`src/rtl/centroid_tracker_if.sv`:
```
// Pixel-stream / object-result bundle between the detection stage, the
// centroid tracker and the overlay stage.
//   master : detection side, drives the scan position, mask and frame marker
//   slave  : centroid tracker, consumes pixels and returns the object centre
interface centroid_tracker_if #(
  parameter int DISP_WIDTH = 11
);
  logic                  enable;
  logic                  mask;
  logic [DISP_WIDTH-1:0] x_pos;
  logic [DISP_WIDTH-1:0] y_pos;
  logic                  frame_done;
  logic [DISP_WIDTH-1:0] x_obj;
  logic [DISP_WIDTH-1:0] y_obj;
  logic                  obj_valid;
  logic                  update;
  logic                  overrun;

  modport master (
    output enable, mask, x_pos, y_pos, frame_done,
    input  x_obj, y_obj, obj_valid, update, overrun
  );

  modport slave (
    input  enable, mask, x_pos, y_pos, frame_done,
    output x_obj, y_obj, obj_valid, update, overrun
  );
endinterface

```
`src/rtl/centroid_tracker.sv`:
```
// centroid_tracker: per-frame object centre locator.
// Sums the coordinates of every masked pixel over a frame, then at frame end
// runs two parallel restoring dividers (one quotient bit per cycle) to obtain
// the mean column/row, which is held on x_obj/y_obj for the overlay stage.
// Optional build macro CENTROID_HOLD_EN: when a frame has fewer than
// MIN_COUNT mask pixels, x_obj/y_obj keep their previous values instead of
// taking the new (possibly noisy) quotients.
module centroid_tracker #(
  parameter int DISP_WIDTH = 11,
  parameter int CNT_WIDTH  = 22,
  parameter int ACC_WIDTH  = 33,
  parameter int MIN_COUNT  = 16
) (
  input  logic               clk,
  input  logic               reset,
  centroid_tracker_if.slave  bus
);

  localparam int BCW = $clog2(ACC_WIDTH);
  localparam logic [BCW-1:0] LAST_BIT = BCW'(ACC_WIDTH - 1);

  typedef enum logic [1:0] {
    S_IDLE,
    S_DIV,
    S_UPDATE
  } state_t;

  state_t                state_q;

  // frame accumulators
  logic [ACC_WIDTH-1:0]  sum_x_q, sum_y_q;
  logic [CNT_WIDTH-1:0]  count_q;
  logic [ACC_WIDTH-1:0]  sum_x_d, sum_y_d;
  logic [CNT_WIDTH-1:0]  count_d;
  logic                  pix_hit;

  // divider state: quotient registers start out holding the dividend and
  // shift it out MSB-first while quotient bits shift in at the bottom
  logic [CNT_WIDTH-1:0]  div_q;
  logic [CNT_WIDTH-1:0]  rem_x_q, rem_y_q;
  logic [ACC_WIDTH-1:0]  quo_x_q, quo_y_q;
  logic [BCW-1:0]        bit_cnt_q;
  logic [CNT_WIDTH:0]    trial_x, trial_y;
  logic                  ge_x, ge_y;
  logic [CNT_WIDTH-1:0]  rem_x_d, rem_y_d;
  logic [ACC_WIDTH-1:0]  quo_x_d, quo_y_d;
  logic                  meets_min;

  // registered outputs
  logic [DISP_WIDTH-1:0] x_obj_q, y_obj_q;
  logic                  obj_valid_q, update_q, overrun_q;

  // Accumulator next values; once the counter saturates the frame is frozen
  // so sums and count stay consistent with each other.
  always_comb begin
    pix_hit = bus.enable & bus.mask & ~(&count_q);
    sum_x_d = sum_x_q;
    sum_y_d = sum_y_q;
    count_d = count_q;
    if (pix_hit) begin
      sum_x_d = sum_x_q + ACC_WIDTH'(bus.x_pos);
      sum_y_d = sum_y_q + ACC_WIDTH'(bus.y_pos);
      count_d = count_q + CNT_WIDTH'(1);
    end
  end

  // One restoring-division step for both coordinates. The partial remainder
  // is always below the divisor, so the difference fits in CNT_WIDTH bits.
  always_comb begin
    trial_x = {rem_x_q, quo_x_q[ACC_WIDTH-1]};
    trial_y = {rem_y_q, quo_y_q[ACC_WIDTH-1]};
    ge_x    = (trial_x >= {1'b0, div_q});
    ge_y    = (trial_y >= {1'b0, div_q});
    rem_x_d = ge_x ? (trial_x[CNT_WIDTH-1:0] - div_q) : trial_x[CNT_WIDTH-1:0];
    rem_y_d = ge_y ? (trial_y[CNT_WIDTH-1:0] - div_q) : trial_y[CNT_WIDTH-1:0];
    quo_x_d = {quo_x_q[ACC_WIDTH-2:0], ge_x};
    quo_y_d = {quo_y_q[ACC_WIDTH-2:0], ge_y};
    meets_min = (div_q >= CNT_WIDTH'(MIN_COUNT));
  end

  // Accumulation, frame snapshot, divider sequencing and output registers.
  always_ff @(posedge clk) begin
    if (reset) begin
      state_q     <= S_IDLE;
      sum_x_q     <= '0;
      sum_y_q     <= '0;
      count_q     <= '0;
      div_q       <= '0;
      rem_x_q     <= '0;
      rem_y_q     <= '0;
      quo_x_q     <= '0;
      quo_y_q     <= '0;
      bit_cnt_q   <= '0;
      x_obj_q     <= '0;
      y_obj_q     <= '0;
      obj_valid_q <= 1'b0;
      update_q    <= 1'b0;
      overrun_q   <= 1'b0;
    end else begin
      update_q  <= 1'b0;
      overrun_q <= 1'b0;
      sum_x_q   <= sum_x_d;
      sum_y_q   <= sum_y_d;
      count_q   <= count_d;

      case (state_q)
        S_DIV: begin
          rem_x_q   <= rem_x_d;
          rem_y_q   <= rem_y_d;
          quo_x_q   <= quo_x_d;
          quo_y_q   <= quo_y_d;
          bit_cnt_q <= bit_cnt_q + BCW'(1);
          if (bit_cnt_q == LAST_BIT) state_q <= S_UPDATE;
        end
        S_UPDATE: begin
`ifdef CENTROID_HOLD_EN
          if (meets_min) begin
            x_obj_q <= quo_x_q[DISP_WIDTH-1:0];
            y_obj_q <= quo_y_q[DISP_WIDTH-1:0];
          end
`else
          x_obj_q <= quo_x_q[DISP_WIDTH-1:0];
          y_obj_q <= quo_y_q[DISP_WIDTH-1:0];
`endif
          obj_valid_q <= meets_min;
          update_q    <= 1'b1;
          state_q     <= S_IDLE;
        end
        default: ;
      endcase

      // Frame end always starts the next frame clean; the result is only
      // taken when the divider is free, otherwise the frame is dropped.
      if (bus.frame_done) begin
        sum_x_q <= '0;
        sum_y_q <= '0;
        count_q <= '0;
        if (state_q == S_IDLE) begin
          // with zero pixels the sums are zero too, so the quotients are 0
          div_q     <= count_d;
          quo_x_q   <= sum_x_d;
          quo_y_q   <= sum_y_d;
          rem_x_q   <= '0;
          rem_y_q   <= '0;
          bit_cnt_q <= '0;
          state_q   <= (count_d != '0) ? S_DIV : S_UPDATE;
        end else begin
          overrun_q <= 1'b1;
        end
      end
    end
  end

  assign bus.x_obj     = x_obj_q;
  assign bus.y_obj     = y_obj_q;
  assign bus.obj_valid = obj_valid_q;
  assign bus.update    = update_q;
  assign bus.overrun   = overrun_q;

endmodule

```
`src/flat_wrapper.sv`:
```
// flat-port wrapper written by rule: the top's interface ports become plain ports
module centroid_tracker_flat 
#(
  parameter int DISP_WIDTH = 11,
  parameter int CNT_WIDTH  = 22,
  parameter int ACC_WIDTH  = 33,
  parameter int MIN_COUNT  = 16
)
  (clk, reset, bus_enable, bus_mask, bus_x_pos, bus_y_pos, bus_frame_done, bus_x_obj, bus_y_obj, bus_obj_valid, bus_update, bus_overrun);
  centroid_tracker_if #(.DISP_WIDTH(DISP_WIDTH)) bus_i ();
  input  logic clk;
  input  logic reset;
  input wire logic [$bits(bus_i.enable)-1:0] bus_enable;
  input wire logic [$bits(bus_i.mask)-1:0] bus_mask;
  input wire logic [$bits(bus_i.x_pos)-1:0] bus_x_pos;
  input wire logic [$bits(bus_i.y_pos)-1:0] bus_y_pos;
  input wire logic [$bits(bus_i.frame_done)-1:0] bus_frame_done;
  output wire logic [$bits(bus_i.x_obj)-1:0] bus_x_obj;
  output wire logic [$bits(bus_i.y_obj)-1:0] bus_y_obj;
  output wire logic [$bits(bus_i.obj_valid)-1:0] bus_obj_valid;
  output wire logic [$bits(bus_i.update)-1:0] bus_update;
  output wire logic [$bits(bus_i.overrun)-1:0] bus_overrun;
  assign bus_i.enable = bus_enable;
  assign bus_i.mask = bus_mask;
  assign bus_i.x_pos = bus_x_pos;
  assign bus_i.y_pos = bus_y_pos;
  assign bus_i.frame_done = bus_frame_done;
  assign bus_x_obj = bus_i.x_obj;
  assign bus_y_obj = bus_i.y_obj;
  assign bus_obj_valid = bus_i.obj_valid;
  assign bus_update = bus_i.update;
  assign bus_overrun = bus_i.overrun;
  centroid_tracker #(.DISP_WIDTH(DISP_WIDTH), .CNT_WIDTH(CNT_WIDTH), .ACC_WIDTH(ACC_WIDTH), .MIN_COUNT(MIN_COUNT)) u_core (.clk(clk), .reset(reset), .bus(bus_i));
endmodule
```
`config.mk`:
```
export PLATFORM = sky130hd
export DESIGN_NAME = centroid_tracker_flat
export DESIGN_NICKNAME = d
export VERILOG_FILES = /design/src/rtl/centroid_tracker_if.sv /design/src/rtl/centroid_tracker.sv /design/src/flat_wrapper.sv
export SDC_FILE = /design/constraint.sdc
export NUM_CORES = 1
export LEC_CHECK = 0
export CAP_MARGIN = 20
export CORE_MARGIN = 1.5
export CORE_UTILIZATION = 55
export CTS_CLUSTER_SIZE = 10
export DETAILED_ROUTE_END_ITERATION = 7
export HOLD_SLACK_MARGIN = 0.12
export PLACE_DENSITY = 0.76
export SYNTH_ARGS = -nofsm -noshare
export SYNTH_HDL_FRONTEND = slang
export SYNTH_SLANG_ARGS = --single-unit
```
`constraint.sdc`:
```
create_clock -name clk -period 3.19 [get_ports clk]
set_input_delay 0.7975 -clock clk [delete_from_list [all_inputs] [get_ports clk]]
set_output_delay 0.7975 -clock clk [all_outputs]
set_load 0.01 [all_outputs]
```
# ---- Word-level counts from Yosys, hierarchy flattened
# Index checks and enable logic that the tools add are counted.
dict set report word_totals {
  output_inout_bits 25
  register_bits 253
  input_bits 27
  word_cells 64
}
dict set report op_classes {
  muxes 27
  n_bitwise 4
  n_eq_ne 3
  n_lt_le_gt_ge 3
  reduce_logical 6
  addsub 6
}
# operator count
set ops {}
lappend ops {{2-to-1 mux 33 bit} 8}
lappend ops {{2-to-1 mux 22 bit} 9}
lappend ops {{adder 33 x 11 -> 33 bit} 2}
lappend ops {{>= comparator 23 x 22 -> 1 bit} 2}
lappend ops {{subtractor 22 bit} 2}
lappend ops {{adder 22 x 1 -> 22 bit, second input constant} 1}
lappend ops {{>= comparator 22 x 5 -> 1 bit, second input constant} 1}
lappend ops {{AND reduction 22 bit} 1}
lappend ops {{nonzero test 22 bit} 1}
lappend ops {{2-to-1 mux 6 bit} 3}
lappend ops {{2-to-1 mux 2 bit} 4}
lappend ops {{adder 6 x 1 -> 6 bit, second input constant} 1}
lappend ops {{== test 6 bit, second input constant} 1}
lappend ops {{one-hot mux 2 bit (2 select lines)} 1}
lappend ops {{OR reduction 2 bit} 2}
lappend ops {{AND 1 bit} 2}
lappend ops {{== test 2 x 1 -> 1 bit, second input constant} 1}
lappend ops {{== test 2 bit, second input constant} 1}
lappend ops {{logical NOT 2 bit} 1}
lappend ops {{2-to-1 mux 1 bit} 2}
lappend ops {{NOT 1 bit} 2}
lappend ops {{AND reduction 2 bit} 1}

# ---- Logic depth before layout (Yosys ltp)
dict set report logic_depth {
  ltp_word 8
  ltp_mapped 13
  ltp_nobuf 11
}

# ---- Worst setup path before layout
# OpenSTA, ideal clock, no wires.
dict set report synth_path {
  path_type {input -> register}
  from {in bus_y_pos[0]}
  to {reg u_core.sum_y_q[22]}
  setup_time_ps 70
  arrival_time_ps 3205
  path_buffers 1
  path_slack_ps -85
  stages 12
  path_cell_list {ha_1 inv_1 fa_1 nor2b_1 o21ai_0 a21boi_0 o311a_1 o2111ai_1 a31o_2 clkbuf_1 or4_1 a21oi_1}
}
dict set report synth_between {
  elab_chain_len 2
}
# item line_no
set synth_rtl {}
lappend synth_rtl {{start: declaration} flat_wrapper.sv:16} ;# input wire logic [$bits(bus_i.y_pos)-1:0] bus_y_pos;
lappend synth_rtl {{adder 33 x 11 -> 33 bit} centroid_tracker.sv:62} ;# sum_y_d = sum_y_q + ACC_WIDTH'(bus.y_pos);
lappend synth_rtl {{2-to-1 mux 33 bit} centroid_tracker.sv:60} ;# if (pix_hit) begin
lappend synth_rtl {{end signal: assignment} centroid_tracker.sv:103} ;# sum_y_q <= sum_y_d;
lappend synth_rtl {{end: declaration} centroid_tracker.sv:31} ;# logic [ACC_WIDTH-1:0] sum_x_q, sum_y_q;
# Every way passes these cells.
# A chain may end at the register's enable or synchronous reset.

# ---- Worst setup path after layout
dict set report layout_path {
  from {reg u_core.div_q[1]}
  to {reg u_core.rem_y_q[21]}
}
dict set report layout_between {
  elab_chain_len 5
  word_cells_on_any_way 6
  cone_classes {add/sub: 1; order compare: 1; mux: 4}
}
# item line_no
set layout_rtl {}
lappend layout_rtl {{start: declaration} centroid_tracker.sv:39} ;# logic [CNT_WIDTH-1:0] div_q;
lappend layout_rtl {{start signal: assignment} centroid_tracker.sv:140} ;# div_q <= count_d;
lappend layout_rtl {{subtractor 22 bit or >= comparator 23 x 22 -> 1 bit (tied branches)} {centroid_tracker.sv:75, centroid_tracker.sv:73}}
lappend layout_rtl {{2-to-1 mux 22 bit *} centroid_tracker.sv:75} ;# rem_y_d = ge_y ? (trial_y[CNT_WIDTH-1:0] - div_q) : trial_y[CNT_WIDTH-1:0];
lappend layout_rtl {{2-to-1 mux 22 bit *} centroid_tracker.sv:106} ;# case (state_q)
lappend layout_rtl {{2-to-1 mux 22 bit} centroid_tracker.sv:138} ;# if (state_q == S_IDLE) begin
lappend layout_rtl {{2-to-1 mux 22 bit *} centroid_tracker.sv:134} ;# if (bus.frame_done) begin
lappend layout_rtl {{end signal: assignment} centroid_tracker.sv:109} ;# rem_y_q <= rem_y_d;
lappend layout_rtl {{end: declaration} centroid_tracker.sv:40} ;# logic [CNT_WIDTH-1:0] rem_x_q, rem_y_q;
# Mark *: on every way between the ends. The rest lies on a longest branch, timed or not.

==> flow_metrics.py <==
metrics = {
    "setup_path": {
        "worst_ep_required_time_ns": 3.66,
        "crit_fanout": 4,
        "critical_path_class": "flop to flop",
        "cp-end-kind": "flop",
        "worst_setup_path_start_kind": "flop",
        "arrival_ns": 3.49,
    },
    "timing": {
        "slew_headroom_pct": 54.3,
        "setup_viol": 0,
        "period_minus_slack_ns": 3.02,
        "tightestPinTransition_ns": 0.684,
        "timing.final.crit_share_pct": 94.5,
        "fin_hold_ws_ns": 0.458,
        "finClkSkew_ns": 0.0167,
        "drv_slew": 0,
        "hold_violations": 0,
        "fmax_mhz": 332,
    },
    "grt": {
        "grt_antenna_before_repair": 0,
        "grt_pass1_vias": 12500,
        "grt_remaining_overflow": 0,
        "top_usage_layer": "met2",
        "grt_pass1_wl_mm": 59.9,
        "grtUsageMet3_pct": 3.29,
        "grt_max_degree": 75,
        "met2_usage_pct": 45.1,
        "met1_usage_pct": 35.7,
        "grt_usage_pct": 26.8,
    },
    "placed_design": {
        "gp_congestion": 0.914,
        "postPlaceCellArea_um2": 15800,
        "portBuffers": 51,
        "hpwl_mm": 25.6,
    },
    "clocking": {
        "cts_tree": "yes",
        "clk_latency_ns": 0.55,
        "cts_buffers": 30,
        "hold_buffers": 0,
        "clkTransAtPathRegs_ns": 0.06,
        "cts-root-buf": "clkbuf_16",
        "htreeDepth": 1,
        "clk_path_buf_depth": 3,
        "cts_sinks": 253,
    },
    "logic_synthesis": {
        "syn_area_per_cell_um2": 8.30,
        "synthArstFlopShare_pct": 0,
        "synth_top_area_share_pct": 35.2,
        "ys_seq_area_share_pct": 35.2,
        "ys_ff_latch": 253,
        "synth_area_um2": 14400,
        "synth_edf_count": 0,
        "yosys-top-cells-area": "dfxtp_1 35%, ha_1 6.3%, mux2i_1 5.6%",
        "synth.largest_area_cell": "dfxtp_1",
        "synth_ff_type": "dfxtp_1",
        "synth.distinct_cells": 67,
        "synthCells": 1733,
        "yosysWarnings": 0,
        "synth_fp_nets": 1836,
    },
    "finish": {
        "area_growth_pct": 17.5,
        "layout_commonest_cell": "dfxtp_1",
        "final_cell_mix": "253 x dfxtp_1, 211 x nor2_1, 118 x a21oi_1, 107 x o21ai_0, 104 x buf_4",
        "nets": 1936,
        "diodes": 0,
        "postLayoutCellArea_um2": 16900,
        "layout-drive-gt1-share_pct": 12.8,
    },
    "outcome": {
        "status": "finished, final reports clean",
    },
    "floorplanning": {
        "die_x_um": 165,
        "num_rows": 58,
        "core_area_um2": 25400,
        "fp.dieH_um": 165,
        "start_util_pct": 56.6,
        "ios": 52,
        "dieArea_um2": 27100,
    },
    "power_and_ir_drop": {
        "p_leak_nw": 6.40,
        "p_per_area_nw_per_um2": 549,
        "ir_drop_mv": 0.448,
    },
    "route": {
        "final_antenna_net_count": 0,
        "wl_per_cell_um": 17.0,
        "via_per_inst": 6.06,
        "dr_total_vias": 13200,
        "drc": 0,
        "first_iter_violations": 1032,
        "drtPass1Iterations": 6,
        "routed_wl_mm": 36.9,
    },
    "flow_run": {
        "maxCapViolCount": 0,
    },
    "worst_hold_path": {
        "min_path_type": "flop to flop",
    },
}
power by group:
group | leakage [nW] | switching [W] | internal (W)
sequential | 2.05 | 0.000113 | 0.00332
combinational | 3.93 | 0.00155 | 0.00121
clock | 0.422 | 0.00126 | 0.00182
total | 6.40 | 0.00292 | 0.00635
registers in the layout, indices dropped and copies added, names as in the netlist, 2 cells and up:
signal,cells
u_core.rem_y_q,22
u_core.bus.x_obj,11
u_core.bus.y_obj,11
u_core.sum_x_q,33
u_core.div_q,22
u_core.rem_x_q,22
u_core.count_q,22
u_core.state_q,2
u_core.quo_y_q,33
u_core.sum_y_q,33
u_core.bit_cnt_q,6
u_core.quo_x_q,33
cell usage after synthesis, types with 33 or more instances:
library cell,instances
ha_1,72
nor3_1,38
a21oi_1,122
dfxtp_1,253
xnor2_1,47
mux2_2,35
clkbuf_1,88
xor2_1,33
nand2_1,90
a211oi_1,44
nor2_1,212
inv_1,68
o21ai_0,111
mux2i_1,80
nand3_1,61
per-stage QoR:
step	cells	power [W]	setup TNS [ns]	util, %	setup WS (ns)
3_5_place_dp	2124	0.00619	-35.93	62.3	-0.743
5_1_grt	2173	0.00972	-0.00250	66.5	-0.00250
3_3_place_gp	2124	0.00613	-32.01	62.3	-0.653
2_1_floorplan	1733	0.00538	0	-	0.0157
4_1_cts	2168	0.00926	0	65.8	0.000515
6_report	2173	0.00927	0	66.5	0.175
metal layers:
layer  vias to the layer above  wire length [um]
met5                         -                 0
met4                         0              1000
met3                        85              1730
met2                       336             17300
met1                      6252             16800
li1                       6495                 -
logic make-up (layout without fill, tap and decap cells):
| family | Yosys count | after routing | share of synthesized area [%] |
|---|---|---|---|
| buffers and inverters | 164 | 274 | 4.33 |
| multiplexers | 115 | 115 | 8.31 |
| adder cells (fa/ha/maj) | 76 | 76 | 6.82 |
| AND/OR/NAND/NOR | 587 | 587 | 20.1 |
| XOR/XNOR | 81 | 81 | 4.99 |
| AO/OA/AOI/OAI | 457 | 457 | 20.2 |
| flip-flops | 253 | 253 | 35.2 |
worst max-delay path, cell delays in order, from the launching register on:
cell and delay (ns):
dfxtp_1 0.32, inv_1 0.08, ha_1 0.30, nor2b_1 0.15, o31a_1 0.28, o31ai_1 0.35, buf_4 0.19, a21o_1 0.15
nand4_1 0.18, a2111oi_0 0.59, o31ai_1 0.17, a31oi_1 0.17
worst paths after layout:
path	start	end	depth (start not counted)	slack, ns
setup / recovery	u_core.div_q[1]	u_core.rem_y_q[21]	11	0.17
hold reg to reg	u_core.div_q[3]	u_core.div_q[3]	2	0.46
setup reg to reg	u_core.div_q[1]	u_core.rem_y_q[21]	11	0.17
hold / removal	u_core.div_q[3]	u_core.div_q[3]	2	0.46
cell type report:
cell class / instances / area (um2)
Clock buffer: 41 / 853
Timing Repair Buffer: 164 / 1440
Clock inverter: 1 / 5.00
Sequential cell: 253 / 5060
Multi-Input combinational cell: 1316 / 8860
Fill cell: 2098 / 8500
Tap cell: 330 / 413
Inverter: 68 / 255
what timing repair did:
| action | in CTS | in global routing |
|---|---|---|
| buffers inserted | 2 | 5 |
| resized for setup | 4 | 41 |
| endpoints found under the setup margin | 27 | 74 |
| gates cloned | 0 | 0 |
| pin swaps | 0 | 18 |
(Power assumes the default switching activity.)
